<file path="src/rtl/rx_cmd_decoder.sv">
// -----------------------------------------------------------------------------
// rx_cmd_decoder
//
// Receive-side command decoder. Consumes bytes from the UART receiver, builds
// multi-byte command frames and issues single-cycle register-file and ALU
// strobes. An inter-byte timeout returns a stalled frame to IDLE.
//
// Ports:
//   CLK           clock, all logic on the rising edge
//   RST           synchronous active-low reset
//   rx_p_data     received byte
//   rx_d_valid    byte valid level from the UART (may be stretched)
//   rx_frame_err  parity/stop error, qualified by rx_d_valid
//   rf_wr_en      register-file write strobe (1 cycle)
//   rf_rd_en      register-file read strobe (1 cycle)
//   rf_addr       register-file address, held between strobes
//   rf_wr_data    register-file write data, held between strobes
//   alu_en        ALU start strobe (1 cycle)
//   alu_fun       ALU function code, held between strobes
//   cmd_err       error pulse: bad opcode/address, frame error, timeout
//   busy          a frame is partially received
// -----------------------------------------------------------------------------
module rx_cmd_decoder #(
    parameter int ADDR_W  = 4,
    parameter int TO_W    = 16,
    parameter int TIMEOUT = 4096
) (
    input  logic              CLK,
    input  logic              RST,
    input  logic [7:0]        rx_p_data,
    input  logic              rx_d_valid,
    input  logic              rx_frame_err,
    output logic              rf_wr_en,
    output logic              rf_rd_en,
    output logic [ADDR_W-1:0] rf_addr,
    output logic [7:0]        rf_wr_data,
    output logic              alu_en,
    output logic [3:0]        alu_fun,
    output logic              cmd_err,
    output logic              busy
);

    typedef enum logic [2:0] {
        S_IDLE,
        S_WR_ADDR,
        S_WR_DATA,
        S_RD_ADDR,
        S_ALU_A,
        S_ALU_B,
        S_ALU_FUN
    } state_t;

    // First address value that does not fit in the register file.
    localparam logic [8:0] ADDR_LIM = 9'(1 << ADDR_W);

    state_t            state, state_nxt;
    logic              valid_q;
    logic [TO_W-1:0]   to_cnt, to_cnt_nxt;
    logic [ADDR_W-1:0] wr_addr, wr_addr_nxt;

    logic              rf_wr_en_nxt, rf_rd_en_nxt, alu_en_nxt, cmd_err_nxt;
    logic [ADDR_W-1:0] rf_addr_nxt;
    logic [7:0]        rf_wr_data_nxt;
    logic [3:0]        alu_fun_nxt;

    logic accept;
    logic addr_bad;

    // One accept per UART byte, however long rx_d_valid stays high.
    assign accept   = rx_d_valid & ~valid_q;
    assign addr_bad = ({1'b0, rx_p_data} >= ADDR_LIM);
    assign busy     = (state != S_IDLE);

    always_comb begin
        // NOTE: every signal gets a default before any branch, so no path
        // leaves a value unassigned and no latch is inferred.
        state_nxt      = state;
        to_cnt_nxt     = to_cnt;
        wr_addr_nxt    = wr_addr;
        rf_wr_en_nxt   = 1'b0;
        rf_rd_en_nxt   = 1'b0;
        alu_en_nxt     = 1'b0;
        cmd_err_nxt    = 1'b0;
        rf_addr_nxt    = rf_addr;
        rf_wr_data_nxt = rf_wr_data;
        alu_fun_nxt    = alu_fun;

        if (accept) begin
            // An accept always restarts the inter-byte window, even in the
            // cycle the timeout would otherwise fire.
            to_cnt_nxt = '0;
            if (rx_frame_err) begin
                cmd_err_nxt = 1'b1;
                state_nxt   = S_IDLE;
            end else begin
                unique case (state)
                    S_IDLE: begin
                        case (rx_p_data)
                            8'hAA:   state_nxt = S_WR_ADDR;
                            8'hBB:   state_nxt = S_RD_ADDR;
                            8'hCC:   state_nxt = S_ALU_A;
                            8'hDD:   state_nxt = S_ALU_FUN;
                            default: cmd_err_nxt = 1'b1;
                        endcase
                    end
                    S_WR_ADDR: begin
                        if (addr_bad) begin
                            cmd_err_nxt = 1'b1;
                            state_nxt   = S_IDLE;
                        end else begin
                            wr_addr_nxt = rx_p_data[ADDR_W-1:0];
                            state_nxt   = S_WR_DATA;
                        end
                    end
                    S_WR_DATA: begin
                        rf_wr_en_nxt   = 1'b1;
                        rf_addr_nxt    = wr_addr;
                        rf_wr_data_nxt = rx_p_data;
                        state_nxt      = S_IDLE;
                    end
                    S_RD_ADDR: begin
                        if (addr_bad) begin
                            cmd_err_nxt = 1'b1;
                        end else begin
                            rf_rd_en_nxt = 1'b1;
                            rf_addr_nxt  = rx_p_data[ADDR_W-1:0];
                        end
                        state_nxt = S_IDLE;
                    end
                    S_ALU_A: begin
                        rf_wr_en_nxt   = 1'b1;
                        rf_addr_nxt    = '0;
                        rf_wr_data_nxt = rx_p_data;
                        state_nxt      = S_ALU_B;
                    end
                    S_ALU_B: begin
                        rf_wr_en_nxt   = 1'b1;
                        rf_addr_nxt    = ADDR_W'(1);
                        rf_wr_data_nxt = rx_p_data;
                        state_nxt      = S_ALU_FUN;
                    end
                    S_ALU_FUN: begin
                        alu_en_nxt  = 1'b1;
                        alu_fun_nxt = rx_p_data[3:0];
                        state_nxt   = S_IDLE;
                    end
                    default: state_nxt = S_IDLE;
                endcase
            end
        end else if (state == S_IDLE) begin
            to_cnt_nxt = '0;
        end else if (to_cnt == TO_W'(TIMEOUT)) begin
            cmd_err_nxt = 1'b1;
            state_nxt   = S_IDLE;
            to_cnt_nxt  = '0;
        end else begin
            to_cnt_nxt = to_cnt + TO_W'(1);
        end
    end

    always_ff @(posedge CLK) begin
        // NOTE: sequential state uses non-blocking assignments so every
        // register samples the pre-edge values, independent of statement order.
        if (!RST) begin
            state      <= S_IDLE;
            valid_q    <= 1'b0;
            to_cnt     <= '0;
            wr_addr    <= '0;
            rf_wr_en   <= 1'b0;
            rf_rd_en   <= 1'b0;
            alu_en     <= 1'b0;
            cmd_err    <= 1'b0;
            rf_addr    <= '0;
            rf_wr_data <= '0;
            alu_fun    <= '0;
        end else begin
            state      <= state_nxt;
            valid_q    <= rx_d_valid;
            to_cnt     <= to_cnt_nxt;
            wr_addr    <= wr_addr_nxt;
            rf_wr_en   <= rf_wr_en_nxt;
            rf_rd_en   <= rf_rd_en_nxt;
            alu_en     <= alu_en_nxt;
            cmd_err    <= cmd_err_nxt;
            rf_addr    <= rf_addr_nxt;
            rf_wr_data <= rf_wr_data_nxt;
            alu_fun    <= alu_fun_nxt;
        end
    end

endmodule

</file>
<file path="config.mk">
export PLATFORM = sky130hd
export DESIGN_NAME = rx_cmd_decoder
export DESIGN_NICKNAME = d
export VERILOG_FILES = /design/src/rtl/rx_cmd_decoder.sv
export SDC_FILE = /design/constraint.sdc
export NUM_CORES = 1
export LEC_CHECK = 0
export ABC_AREA = 0
export ABC_CLOCK_PERIOD_IN_PS = 4200
export CAP_MARGIN = 10
export CORE_MARGIN = 4
export CORE_UTILIZATION = 45
export CTS_BUF_LIST = sky130_fd_sc_hd__clkbuf_2 sky130_fd_sc_hd__clkbuf_4 sky130_fd_sc_hd__clkbuf_8
export CTS_CLUSTER_DIAMETER = 30
export CTS_CLUSTER_SIZE = 10
export DETAILED_ROUTE_END_ITERATION = 8
export PLACE_DENSITY_LB_ADDON = 0.15
export SETUP_SLACK_MARGIN = 0.5
export SYNTH_ARGS = -nofsm -noshare
export SYNTH_HDL_FRONTEND = slang
export SYNTH_SLANG_ARGS = --single-unit
</file>
<file path="constraint.sdc">
create_clock -name CLK -period 4.2 [get_ports CLK]
set_input_delay 0.84 -clock CLK [delete_from_list [all_inputs] [get_ports CLK]]
set_output_delay 0.84 -clock CLK [all_outputs]
set_load 0.02 [all_outputs]
</file>
==> results.txt <==
Clk_skew -> 0.005624 ns
Number of maximum-capacitance violations -> 0
Lkg Pwr -> 0.8436 nW
Number of synthesized register bits -> 44
Maximum count of clock buffers along a single path -> 2
Max-slew headroom -> 45.97%
Detail Placement HPWL -> 3.025 mm
Most common cell after layout, fill and taps aside -> dfxtp_1
First-pass detailed-route iteration total -> 4
Clock buffer count from CTS -> 5
Largest driver fanout on the critical path -> 22
Peak supply drop -> 0.1941 mV
Power density cells -> 288.0 mW/mm^2
Kind of critical path -> flop to output pin
Worst endpoint data arrival time -> 1.98 ns
Diodes inserted -> 0
Row count -> 24
Vias in the first global route -> 1519
Via count -> 1680
Design Power -> 702.1 uW
Post-layout net count -> 272
Post-route core utilization -> 55.59%
Proportion of synthesized flip-flops having asynchronous set or reset -> 0%
I/O pin total -> 33
Post-CTS setup repair buffer count -> 0
Reg power frac -> 60.1%
Fin worst setup slack -> 1.385 ns
Post-Place Cell Area -> 0.002369 mm^2
Pin count of the biggest net entering global routing -> 25
Simple-gate area share of the yosys netlist -> 28.14%
Area Overhead vs Synth -> 18.93%
Most frequent cells in the layout -> dfxtp_1, nor2_1, clkdlybuf4s50_1, mux2i_1, nor3_1
Clock-pin slew reported for the worst setup and hold paths after clock tree synthesis -> 0.08 ns
Post-CTS Resized -> 0
Mapped Cells -> 230
Setup repair after global routing missed its margin -> false
Final-layout fill cell count -> 405
Cell chosen for the clock root -> clkbuf_8
Area of the core region -> 0.004384 mm^2
Synth cell types -> 43
Share of total power in the clock network -> 33.8%
Number of DRC markers after the initial detailed-route iteration -> 188
Post-synthesis net count -> 244
Port bufs -> 32
Class of the most critical hold timing path -> flop to flop
Floorplan die height -> 75.49 um
Level count of the clock H-tree -> 2
WL final -> 4.292 mm
Wire length per cell -> 13.94 um
Post-synthesis share of cell area spent on xor and xnor gates -> 5.556%
Worst endpoint required time -> 3.36 ns
Placed cell count -> 303
Count of hold buffers inserted by post-cts repair -> 0
DIE WIDTH -> 75.49 um
Number of antenna violations at the first check in global routing -> 0
Ratio of cells with drive above 1 in the final layout -> 4.297%
Result of the run -> finished, final reports clean
Starting Density -> 46.75%
Final cell area excluding filler cells -> 0.002437 mm^2
Fraction of power spent switching nets -> 22.37%
Mux cell area share after synthesis -> 7.814%
Final weighted congestion of routability-driven global placement -> 0.8399
TritonCTS clock tree -> built
Number of pins with negative max-slew slack in the final report -> 0
Arithmetic-cell share of the synthesized area counting full adders, half adders and majority gates -> 1.221%
Dominant combinational cell family by area after synthesis -> simple AND/OR/NAND/NOR gates
Power spent charging and discharging nets -> 157.0 uW
Post-Synthesis Cell Area -> 0.002049 mm^2
Setup WS pre-CTS -> 1.124 ns
Complex-gate fraction of the synthesized area -> 9.402%
Actual slew at the worst max-slew pin -> 0.8042 ns
Final antenna-violating net count -> 0
Number of setup violations in the final report -> 0
Area of the die -> 0.005698 mm^2
Mean area per synthesized cell -> 8.911 um^2
Final min period -> 2.815 ns
Worst hold margin -> 0.4641 ns
Highest attainable clock frequency -> 355.2 MHz
Clock latency reported for the late side of the worst-skew pair -> 0.29 ns
GRT Total Usage -> 16.58%
CTS sink count -> 44
Area occupied by multi-input gates -> 0.001069 mm^2
Storage element area -> 880.8 um^2
Avg Vias per Cell -> 5.455
Number of flops mapped to enable cells by yosys -> 0
Top_reg_cell synth -> dfxtp_1
DRC viols -> 0
Worst setup SP type -> flop
Synth warn -> 0
Share of the clock period used by the worst path after layout -> 67.03%
Fin cells -> 308
Global-route wire length before repair -> 7.217 mm
Sequential-to-total area share from yosys stat -> 42.98%
Internal power summed over all cells -> 545.0 uW
Final TNS setup -> 0 ns
Remaining Overflow, GRT -> 0
Final Hold Violating Endpoints -> 0
Fraction of power consumed by combinational cells -> 6.0%
Worst Setup End Kind -> output pin
==> cells by family (layout without fill, tap and decap cells) <==
logic type / Yosys count / in the layout
DFF: 44 / 44
and+or+nand+nor: 108 / 108
xor gates and xnor gates: 13 / 13
muxes: 16 / 16
AOI/OAI and AO/OA: 27 / 27
adders and majority gates: 2 / 2
buffers and inverters: 20 / 46
==> layout make-up <==
| cell class | count | area share [%] |
|---|---|---|
| multi-input combinational | 166 | 43.84 |
| tap | 52 | 2.669 |
| clock buffer | 5 | 2.823 |
| sequential | 44 | 36.14 |
| inverter | 9 | 1.386 |
| timing repair buffer | 32 | 13.14 |
==> registers in the layout, indices dropped and copies added, names as in the netlist <==
register,cells
alu_en,1
alu_fun,4
cmd_err,1
rf_addr,4
rf_rd_en,1
rf_wr_data,8
rf_wr_en,1
state,3
to_cnt,16
valid_q,1
wr_addr,4
==> worst paths after layout <==
check / start / cells after the start / to / slack [ns]
worst min register to register: rf_addr[0]$_SDFFE_PN0P_ / 2 / rf_addr[0]$_SDFFE_PN0P_ / 0.46
worst max-delay path: state[1]$_SDFFE_PN0P_ / 3 / busy / 1.38
worst max register to register: state[2]$_SDFFE_PN0P_ / 4 / rf_addr[0]$_SDFFE_PN0P_ / 2.10
worst min-delay path: rf_addr[0]$_SDFFE_PN0P_ / 2 / rf_addr[0]$_SDFFE_PN0P_ / 0.46
==> Yosys cell counts (5+ instances only) <==
master / count / share of area [%]
dfxtp_1: 44 / 43
nor2_1: 39 / 7.1
mux2i_1: 16 / 7.8
nor3_1: 11 / 2.7
nand3_1: 10 / 2.4
xnor2_1: 10 / 4.3
inv_1: 9 / 1.6
nand4_1: 9 / 2.7
a21oi_1: 8 / 2.0
clkbuf_1: 8 / 1.5
nand2_1: 8 / 1.5
nor4_1: 8 / 2.4
nand2b_1: 5 / 1.5
==> power groups by stage <==
stage | clock network (mW) | registers, mW | logic (mW)
after detailed placement | 0 | 0.432 | 0.0424
after CTS | 0.247 | 0.422 | 0.0427
after global placement | 0 | 0.432 | 0.0425
final | 0.238 | 0.422 | 0.0423
after floorplan | 0 | 0.431 | 0.0224
after global routing | 0.261 | 0.423 | 0.0466
==> critical path, cell delays in order, from the launching register on <==
cell             delay, ns
dfxtp_1               0.73
nor3_1                0.16
inv_1                 0.17
clkdlybuf4s50_1       0.62
==> metal layers <==
layer / routed length, um / track usage, %
met5: 0 / 0
met4: 73 / 6.990
met3: 226 / 4.749
met2: 1723 / 23.20
met1: 2268 / 23.71
(Power assumes the default switching activity.)
